$ cat src/rtl/fetch_prefetch_queue_if.sv
// Fetch-stage bus bundle: branch redirect, instruction-memory request and
// response channels, and the decode-facing instruction stream.
// master = fetch stage, slave = its environment (ALU, imem, decode).
interface fetch_prefetch_queue_if #(
  parameter int ADDR_WIDTH = 32,
  parameter int DATA_WIDTH = 32
);
  logic                  redirect_en;
  logic [ADDR_WIDTH-1:0] redirect_addr;
  logic                  imem_req_valid;
  logic                  imem_req_ready;
  logic [ADDR_WIDTH-1:0] imem_req_addr;
  logic                  imem_resp_valid;
  logic [DATA_WIDTH-1:0] imem_resp_data;
  logic                  out_valid;
  logic                  out_ready;
  logic [DATA_WIDTH-1:0] out_instr;
  logic [ADDR_WIDTH-1:0] out_pc;
  logic [ADDR_WIDTH-1:0] out_pc_next;

  modport master (
    input  redirect_en, redirect_addr, imem_req_ready, imem_resp_valid,
           imem_resp_data, out_ready,
    output imem_req_valid, imem_req_addr, out_valid, out_instr, out_pc,
           out_pc_next
  );

  modport slave (
    output redirect_en, redirect_addr, imem_req_ready, imem_resp_valid,
           imem_resp_data, out_ready,
    input  imem_req_valid, imem_req_addr, out_valid, out_instr, out_pc,
           out_pc_next
  );
endinterface

$ cat src/rtl/fetch_prefetch_queue.sv
// Prefetching fetch stage: issues sequential fetches to a variable-latency
// instruction memory, buffers in-order responses in a DEPTH-entry FIFO and
// hands them to decode over valid/ready. A branch redirect flushes the FIFO
// and marks every in-flight response as stale so it is dropped on return.
// Requests are credit-limited (occupancy + outstanding < DEPTH), so a
// response can always be pushed.
// Optional: define FETCH_PERF_COUNTERS_EN to add saturating 32-bit
// perf_fetched / perf_starve / perf_flushed counters.
module fetch_prefetch_queue #(
  parameter int                    ADDR_WIDTH      = 32,
  parameter int                    DATA_WIDTH      = 32,
  parameter int                    DEPTH           = 4,
  parameter int                    MAX_OUTSTANDING = 4,
  parameter logic [ADDR_WIDTH-1:0] INITIAL_PC      = 'h10,
  parameter int                    PC_STEP         = 4
) (
  input  logic                  clk,
  input  logic                  reset,
  fetch_prefetch_queue_if.master bus
`ifdef FETCH_PERF_COUNTERS_EN
  ,
  output logic [31:0]           perf_fetched,
  output logic [31:0]           perf_starve,
  output logic [31:0]           perf_flushed
`endif
);

  localparam int CW = $clog2(DEPTH + 1);
  localparam int PW = $clog2(DEPTH);

  logic [ADDR_WIDTH-1:0] pc_q, pc_d;
  logic [ADDR_WIDTH-1:0] resp_pc_q, resp_pc_d;
  logic [PW-1:0]         wr_ptr_q, wr_ptr_d, rd_ptr_q, rd_ptr_d;
  logic [CW-1:0]         occ_q, occ_d;
  logic [CW-1:0]         outst_q, outst_d;
  logic [CW-1:0]         stale_q, stale_d;
  logic [DATA_WIDTH-1:0] instr_mem_q [DEPTH];
  logic [ADDR_WIDTH-1:0] pc_mem_q    [DEPTH];

  logic          redirect, resp, fire, push, pop, credit_ok, cap_ok;
  logic [CW:0]   inflight;

  assign redirect  = bus.redirect_en;
  assign resp      = bus.imem_resp_valid;
  assign inflight  = {1'b0, occ_q} + {1'b0, outst_q};
  assign credit_ok = inflight < (CW+1)'(DEPTH);
  assign cap_ok    = outst_q < CW'(MAX_OUTSTANDING);

  assign bus.imem_req_valid = !reset && !redirect && credit_ok && cap_ok;
  assign bus.imem_req_addr  = pc_q;
  assign fire = bus.imem_req_valid && bus.imem_req_ready;

  // Head is zeroed whenever the FIFO is empty so decode never sees stale data.
  assign bus.out_valid   = (occ_q != '0);
  assign bus.out_instr   = bus.out_valid ? instr_mem_q[rd_ptr_q] : '0;
  assign bus.out_pc      = bus.out_valid ? pc_mem_q[rd_ptr_q] : '0;
  assign bus.out_pc_next = bus.out_valid ? pc_mem_q[rd_ptr_q] + ADDR_WIDTH'(PC_STEP) : '0;

  // A redirect kills both the same-cycle push and pop.
  assign push = resp && (stale_q == '0) && !redirect;
  assign pop  = bus.out_valid && bus.out_ready && !redirect;

  // Next-state for PCs, FIFO pointers and the outstanding/stale counters.
  always_comb begin
    pc_d      = pc_q;
    resp_pc_d = resp_pc_q;
    wr_ptr_d  = wr_ptr_q;
    rd_ptr_d  = rd_ptr_q;
    occ_d     = occ_q;
    outst_d   = outst_q + CW'(fire) - CW'(resp);
    stale_d   = stale_q;
    if (redirect) begin
      pc_d      = bus.redirect_addr;
      resp_pc_d = bus.redirect_addr;
      wr_ptr_d  = '0;
      rd_ptr_d  = '0;
      occ_d     = '0;
      // Everything still in flight, minus the response dropped right now.
      stale_d   = outst_q - CW'(resp);
    end else begin
      if (fire) pc_d = pc_q + ADDR_WIDTH'(PC_STEP);
      if (push) begin
        resp_pc_d = resp_pc_q + ADDR_WIDTH'(PC_STEP);
        wr_ptr_d  = wr_ptr_q + PW'(1);
      end
      if (pop) rd_ptr_d = rd_ptr_q + PW'(1);
      occ_d = occ_q + CW'(push) - CW'(pop);
      if (resp && (stale_q != '0)) stale_d = stale_q - CW'(1);
    end
  end

  // Control state register with synchronous reset.
  always_ff @(posedge clk) begin
    if (reset) begin
      pc_q      <= INITIAL_PC;
      resp_pc_q <= INITIAL_PC;
      wr_ptr_q  <= '0;
      rd_ptr_q  <= '0;
      occ_q     <= '0;
      outst_q   <= '0;
      stale_q   <= '0;
    end else begin
      pc_q      <= pc_d;
      resp_pc_q <= resp_pc_d;
      wr_ptr_q  <= wr_ptr_d;
      rd_ptr_q  <= rd_ptr_d;
      occ_q     <= occ_d;
      outst_q   <= outst_d;
      stale_q   <= stale_d;
    end
  end

  // FIFO storage; entries are only meaningful below occ_q, so no reset.
  always_ff @(posedge clk) begin
    if (push && !reset) begin
      instr_mem_q[wr_ptr_q] <= bus.imem_resp_data;
      pc_mem_q[wr_ptr_q]    <= resp_pc_q;
    end
  end

  a_no_push_when_full: assert property (@(posedge clk) disable iff (reset)
    push |-> (occ_q != CW'(DEPTH)));

`ifdef FETCH_PERF_COUNTERS_EN
  logic [31:0] fetched_q, starve_q, flushed_q, flush_amt;

  function automatic logic [31:0] sat_add(input logic [31:0] a, input logic [31:0] b);
    logic [32:0] s;
    s = {1'b0, a} + {1'b0, b};
    return s[32] ? 32'hFFFF_FFFF : s[31:0];
  endfunction

  assign flush_amt = redirect ? (32'(occ_q) + 32'(resp))
                              : 32'(resp && (stale_q != '0));

  // Saturating event counters for popped, starved and discarded instructions.
  always_ff @(posedge clk) begin
    if (reset) begin
      fetched_q <= '0;
      starve_q  <= '0;
      flushed_q <= '0;
    end else begin
      fetched_q <= sat_add(fetched_q, 32'(pop));
      starve_q  <= sat_add(starve_q, 32'(!bus.out_valid && bus.out_ready));
      flushed_q <= sat_add(flushed_q, flush_amt);
    end
  end

  assign perf_fetched = fetched_q;
  assign perf_starve  = starve_q;
  assign perf_flushed = flushed_q;
`endif

endmodule
$ cat src/flat_wrapper.sv
// flat-port wrapper written by rule: the top's interface ports become plain ports
module fetch_prefetch_queue_flat 
#(
  parameter int                    ADDR_WIDTH      = 32,
  parameter int                    DATA_WIDTH      = 32,
  parameter int                    DEPTH           = 4,
  parameter int                    MAX_OUTSTANDING = 4,
  parameter logic [ADDR_WIDTH-1:0] INITIAL_PC      = 'h10,
  parameter int                    PC_STEP         = 4
)
  (clk, reset, bus_redirect_en, bus_redirect_addr, bus_imem_req_ready, bus_imem_resp_valid, bus_imem_resp_data, bus_out_ready, bus_imem_req_valid, bus_imem_req_addr, bus_out_valid, bus_out_instr, bus_out_pc, bus_out_pc_next);
  fetch_prefetch_queue_if #(.ADDR_WIDTH(ADDR_WIDTH), .DATA_WIDTH(DATA_WIDTH)) bus_i ();
  input  logic clk;
  input  logic reset;
  input wire logic [$bits(bus_i.redirect_en)-1:0] bus_redirect_en;
  input wire logic [$bits(bus_i.redirect_addr)-1:0] bus_redirect_addr;
  input wire logic [$bits(bus_i.imem_req_ready)-1:0] bus_imem_req_ready;
  input wire logic [$bits(bus_i.imem_resp_valid)-1:0] bus_imem_resp_valid;
  input wire logic [$bits(bus_i.imem_resp_data)-1:0] bus_imem_resp_data;
  input wire logic [$bits(bus_i.out_ready)-1:0] bus_out_ready;
  output wire logic [$bits(bus_i.imem_req_valid)-1:0] bus_imem_req_valid;
  output wire logic [$bits(bus_i.imem_req_addr)-1:0] bus_imem_req_addr;
  output wire logic [$bits(bus_i.out_valid)-1:0] bus_out_valid;
  output wire logic [$bits(bus_i.out_instr)-1:0] bus_out_instr;
  output wire logic [$bits(bus_i.out_pc)-1:0] bus_out_pc;
  output wire logic [$bits(bus_i.out_pc_next)-1:0] bus_out_pc_next;
  assign bus_i.redirect_en = bus_redirect_en;
  assign bus_i.redirect_addr = bus_redirect_addr;
  assign bus_i.imem_req_ready = bus_imem_req_ready;
  assign bus_i.imem_resp_valid = bus_imem_resp_valid;
  assign bus_i.imem_resp_data = bus_imem_resp_data;
  assign bus_i.out_ready = bus_out_ready;
  assign bus_imem_req_valid = bus_i.imem_req_valid;
  assign bus_imem_req_addr = bus_i.imem_req_addr;
  assign bus_out_valid = bus_i.out_valid;
  assign bus_out_instr = bus_i.out_instr;
  assign bus_out_pc = bus_i.out_pc;
  assign bus_out_pc_next = bus_i.out_pc_next;
  fetch_prefetch_queue #(.ADDR_WIDTH(ADDR_WIDTH), .DATA_WIDTH(DATA_WIDTH), .DEPTH(DEPTH), .MAX_OUTSTANDING(MAX_OUTSTANDING), .INITIAL_PC(INITIAL_PC), .PC_STEP(PC_STEP)) u_core (.clk(clk), .reset(reset), .bus(bus_i));
endmodule
$ cat config.mk
export PLATFORM = sky130hd
export DESIGN_NAME = fetch_prefetch_queue_flat
export DESIGN_NICKNAME = d
export VERILOG_FILES = /design/src/rtl/fetch_prefetch_queue_if.sv /design/src/rtl/fetch_prefetch_queue.sv /design/src/flat_wrapper.sv
export SDC_FILE = /design/constraint.sdc
export NUM_CORES = 1
export LEC_CHECK = 0
export CAP_MARGIN = 20
export CORE_AREA = 4 4 211 213
export DETAILED_ROUTE_END_ITERATION = 8
export DIE_AREA = 0 0 215 217
export GPL_TIMING_DRIVEN = 0
export PLACE_DENSITY = 0.58
export SLEW_MARGIN = 10
export SYNTH_ARGS = -nofsm -noshare
export SYNTH_HDL_FRONTEND = slang
export SYNTH_SLANG_ARGS = --single-unit
$ cat constraint.sdc
create_clock -name clk -period 5.9 [get_ports clk]
set_clock_uncertainty 0.15 [all_clocks]
set_input_delay 1.77 -clock clk [delete_from_list [all_inputs] [get_ports clk]]
set_output_delay 1.77 -clock clk [all_outputs]
set_load 0.01 [all_outputs]
Yosys cells after proc, flatten, opt, wreduce, memory -nomap -nowiden
Memory sizes are Yosys's and may differ from the RTL's. A register that Yosys moved wholly into a read port is not among the register bits.
Cells that the tools add are included.

storage, ports and cells
  flip-flop bits (word level) = 77
  RAM bits = 256
  input bits = 70
  output and inout port bits = 130
  logic and storage cells = 57
  memories = 2

memories
  memory              depth  width  read ports  clocked after memory_dff  wr ports  RTL line                    source
  u_core.instr_mem_q  4      32     1           1                         1         fetch_prefetch_queue.sv:37  logic [DATA_WIDTH-1:0] instr_mem_q [DEPTH];
  u_core.pc_mem_q     4      32     1           1                         1         fetch_prefetch_queue.sv:38  logic [ADDR_WIDTH-1:0] pc_mem_q [DEPTH];

operators by class
  add/sub/neg operators = 12
  $lt $le $gt $ge = 2
  multiplexer cells = 15
  reduce and logical (&&, ||, !) cells = 19

operators with widths
  operator                                                              count
  32-bit two-way mux                                                    7
  32-bit by 3-bit adder with 32-bit output, second input constant       3
  1-bit logical AND                                                     10
  3-bit by 1-bit subtractor with 3-bit output                           3
  2-bit two-way mux                                                     4
  3-bit by 1-bit adder with 3-bit output                                2
  3-bit two-way mux                                                     2
  2-bit nonzero test                                                    3
  3-bit nonzero test                                                    2
  2-bit by 1-bit adder with 2-bit output, second input constant         2
  3-bit by 3-bit adder with 4-bit output                                1
  4-bit by 3-bit < comparator with 1-bit output, second input constant  1
  3-bit logical NOT                                                     1
  3-bit < comparator, second input constant                             1
  3-bit by 1-bit subtractor with 3-bit output, second input constant    1
  1-bit logical NOT                                                     2
  1-bit two-way mux                                                     2
  2-bit OR reduction                                                    1

Longest topological paths before layout
  word-level depth = 7
  depth in mapped cells = 10
  depth with buffers taken out = 10

Least setup slack after synthesis
Ideal clock, no wire load.

  path type = input port to flip-flop
  start = in bus_imem_resp_valid
  end = mem u_core.instr_mem_q[0][0], enable pin
  setup time = 0.429 ns
  arrival = 3.810 ns
  required time = 5.321 ns
  slack = 1.510 ns
  stages on the path = 3
  buffers on the path = 1
  cell sequence = and3b_1 -> clkbuf_1 -> and3_1

between the ends
  word-level cells in the longest chain between the ends = 5

ends and longest elaborated chain
  what                                     RTL line                     source
  start: declaration                       flat_wrapper.sv:18           input wire logic [$bits(bus_i.imem_resp_valid)-1:0] bus_imem_resp_valid;
  1-bit logical AND (2 in a row)           fetch_prefetch_queue.sv:60   assign push = resp && (stale_q == '0) && !redirect;
  1-bit logical AND                        fetch_prefetch_queue.sv:115  if (push && !reset) begin
  1-bit two-way mux                        fetch_prefetch_queue.sv:115
  1-bit two-way mux (implied by the code)  fetch_prefetch_queue.sv:116  instr_mem_q[wr_ptr_q] <= bus.imem_resp_data;
  end: declaration                         fetch_prefetch_queue.sv:37

No other way between the ends.

==> reports/metrics.csv <==
metric,value,unit
row count,76,
worst setup path endpoint,bus_out_pc_next[31],
Fin Setup TNS,0,ps
Pwr Density,293,nW/um2
drt pass-1 iters,5,
Met3 Wirelength,2.40,mm
Inst Count DP,1813,
Setup Viol. Count Final,0,
Placer Congestion,0.840,
Min-Delay Path Depth,2,
Ys Warns,0,
Synth Flop Type,edfxtp_1,
CTS tree,built,
syn_area_per_cell,13.9,um2
reg-to-reg endpoint,u_core.outst_q[1],
antenna violations before repair,1,
Placed Area,17500,um2
Fin. Hold Viols,0,
DR WL/cell,20.6,um
routed length on met2,18.0,mm
register area share after synthesis,62.8,%
first-pass GRT wire length,58.8,mm
P_leak,6.17,nW
detailed router's first-iteration violation count,654,
final instance area,18800,um2
Final period util,95.9,%
CTS sink cnt,335,
Synth Instances,1065,
final worst setup slack,239,ps
core area,42700,um2
DR vias/cell,5.17,
Highest Clock Rate,177,MHz
Initial Utilization,34.6,%
met1 wire length,17.7,mm
worst min-delay path category,reg -> reg,
H-tree depth,2,
Top Ports,200,
area delta synth->final,27.1,%
#FFs+latches synth,335,
GRT Resource Usage Total,16.2,%
die area,46700,um2
Post-synth EDFFs,256,
PortBufs,197,
number of global-route vias before repair,9775,
Place WS,735,ps
clock buffer depth,3,
kind of critical path,reg -> out,
Die Span X,215,um
DR vias,9716,
Final ANT Viol Nets,0,
largest net degree at the start of global routing,37,
RSZ-0062 raised after global routing,false,
WP data arrival,3740,ps
Worst Reg2Reg Path Length in Cells,7,
Peak supply drop,159,uV
worst hold slack,322,ps
Critical Path RT,3980,ps
Worst Path Max Fanout,10,
Yosys cell types,62,
drt total wl,38.8,mm
Critical R2R Launch,u_core.outst_q[2],
post_cts resized,0,
status,finished clean,
# nets final,1396,
DRC,0,
Post-CTS Setup Repair Bufs,0,
share of layout cells above drive strength 1,10.6,%
root buffer cell,clkbuf_16,
final std cells w/o fill,1881,
final core occ,43.9,%
max-cap viol count,0,
top sig layer,met5,
cts-stage hold buffer count,0,
Least-Margin Pin Slew,914,ps
clock slew at reported path FFs,60,ps
startpoint types,register,
GR Overflow Total,0,
min cycle time layout,5660,ps
ys async rst share,0,%
DP Wirelength,27.4,mm
Synth Cell Area,14800,um2
final count of pins violating max slew,0,
power after layout,5.49,mW
r2r setup slk,3040,ps
total CTS buffers,38,
syn_nets,1154,
Worst Setup End Kind,output pin,
die height,217,um
Skew-Pair Late Insertion Delay,520,ps
Worst slew margin,39.1,%
## placed cells by master (no fill, tap or decap), drive strengths merged, types with 29 or more instances in the layout
| cell type | Yosys | layout |
|---|---|---|
| edfxtp | 256 | 256 |
| clkdlybuf4s50 | 0 | 197 |
| nor2 | 86 | 86 |
| clkbuf | 41 | 84 |
| dfxtp | 79 | 79 |
| and2 | 77 | 77 |
| nand2 | 71 | 71 |
| mux4 | 64 | 64 |
| a21oi | 37 | 37 |
| xor2 | 33 | 33 |
| nand3 | 32 | 32 |
| xnor2 | 31 | 31 |
| inv | 29 | 29 |
| nand4 | 29 | 29 |
## kinds of logic (layout without fill, tap and decap cells)
logic type               Yosys count  count (layout)  synth area share, %
AND/OR/NAND/NOR                  365             365                 13.3
flip-flops                       335             335                 62.8
AO/OA/AOI/OAI                    129             129                 5.40
buffers and inverters             87             356                 2.70
multiplexers                      66              66                 10.3
XOR/XNOR                          64              64                 3.80
adder cells (fa/ha/maj)           19              19                 1.71
other                              0               1                    0
## per-layer routing
metal,GRT usage (%),vias up
li1,-,4504
met1,22.6,4806
met2,26.4,349
met3,3.20,55
met4,3.59,2
met5,0,-
## worst max-delay path, cell delays in order, from the launching register on
cell	delay, ps
dfxtp_1	300
buf_4	180
buf_2	300
clkbuf_1	640
mux4_2	390
nand2_1	70
nor4_2	230
nand4_1	190
xor2_1	190
nor2_1	110
clkdlybuf4s50_1	610
## registers in the layout (all words and copies together) (netlist names), named ones only
register,count
u_core.pc_mem_q,128
u_core.stale_q,3
u_core.occ_q,3
u_core.resp_pc_q,32
u_core.rd_ptr_q,2
u_core.instr_mem_q,128
u_core.outst_q,3
u_core.bus.imem_req_addr,32
u_core.wr_ptr_q,2
## layout make-up
| class | instances | area, um2 |
|---|---|---|
| tap | 546 | 683 |
| buffer | 57 | 285 |
| clock inverter | 24 | 256 |
| inverter | 30 | 113 |
| multi-input combinational | 643 | 5110 |
| sequential | 335 | 9270 |
| antenna | 1 | 2.50 |
| fill | 3910 | 23900 |
| clock buffer | 43 | 970 |
| timing repair buffer | 202 | 2070 |
## Yosys cell counts, types with 24 or more instances
cell type,count,share of area [%]
a21oi_1,37,1.3
nand3_1,28,0.95
nand4_1,27,1.1
inv_1,29,0.74
o21ai_0,24,0.81
edfxtp_1,256,52
nor2_1,85,2.2
nand2_1,71,1.8
xnor2_1,31,1.8
and2_1,76,3.2
xor2_1,33,2.0
clkbuf_1,41,1.0
dfxtp_1,79,11
mux4_2,48,7.3
## where the power goes
part           switching, mW  leakage (nW)  internal (mW)
clock                  0.917         0.592           1.40
combinational          0.263          2.60          0.240
sequential            0.0692          2.98           2.60
total                   1.25          6.17           4.24
## worst min-delay path by stage
stage	start	to	slack, ps
floorplan	u_core.resp_pc_q[0]	u_core.pc_mem_q[0][0]	310
global placement	u_core.bus.imem_req_addr[0]	u_core.bus.imem_req_addr[0]	300
detailed placement	u_core.bus.imem_req_addr[0]	u_core.bus.imem_req_addr[0]	310
CTS	u_core.bus.imem_req_addr[1]	u_core.bus.imem_req_addr[1]	320
global route	u_core.bus.imem_req_addr[0]	u_core.bus.imem_req_addr[0]	330
finish	u_core.bus.imem_req_addr[0]	u_core.bus.imem_req_addr[0]	320
No activity file was read; power rests on OpenSTA's default activity.
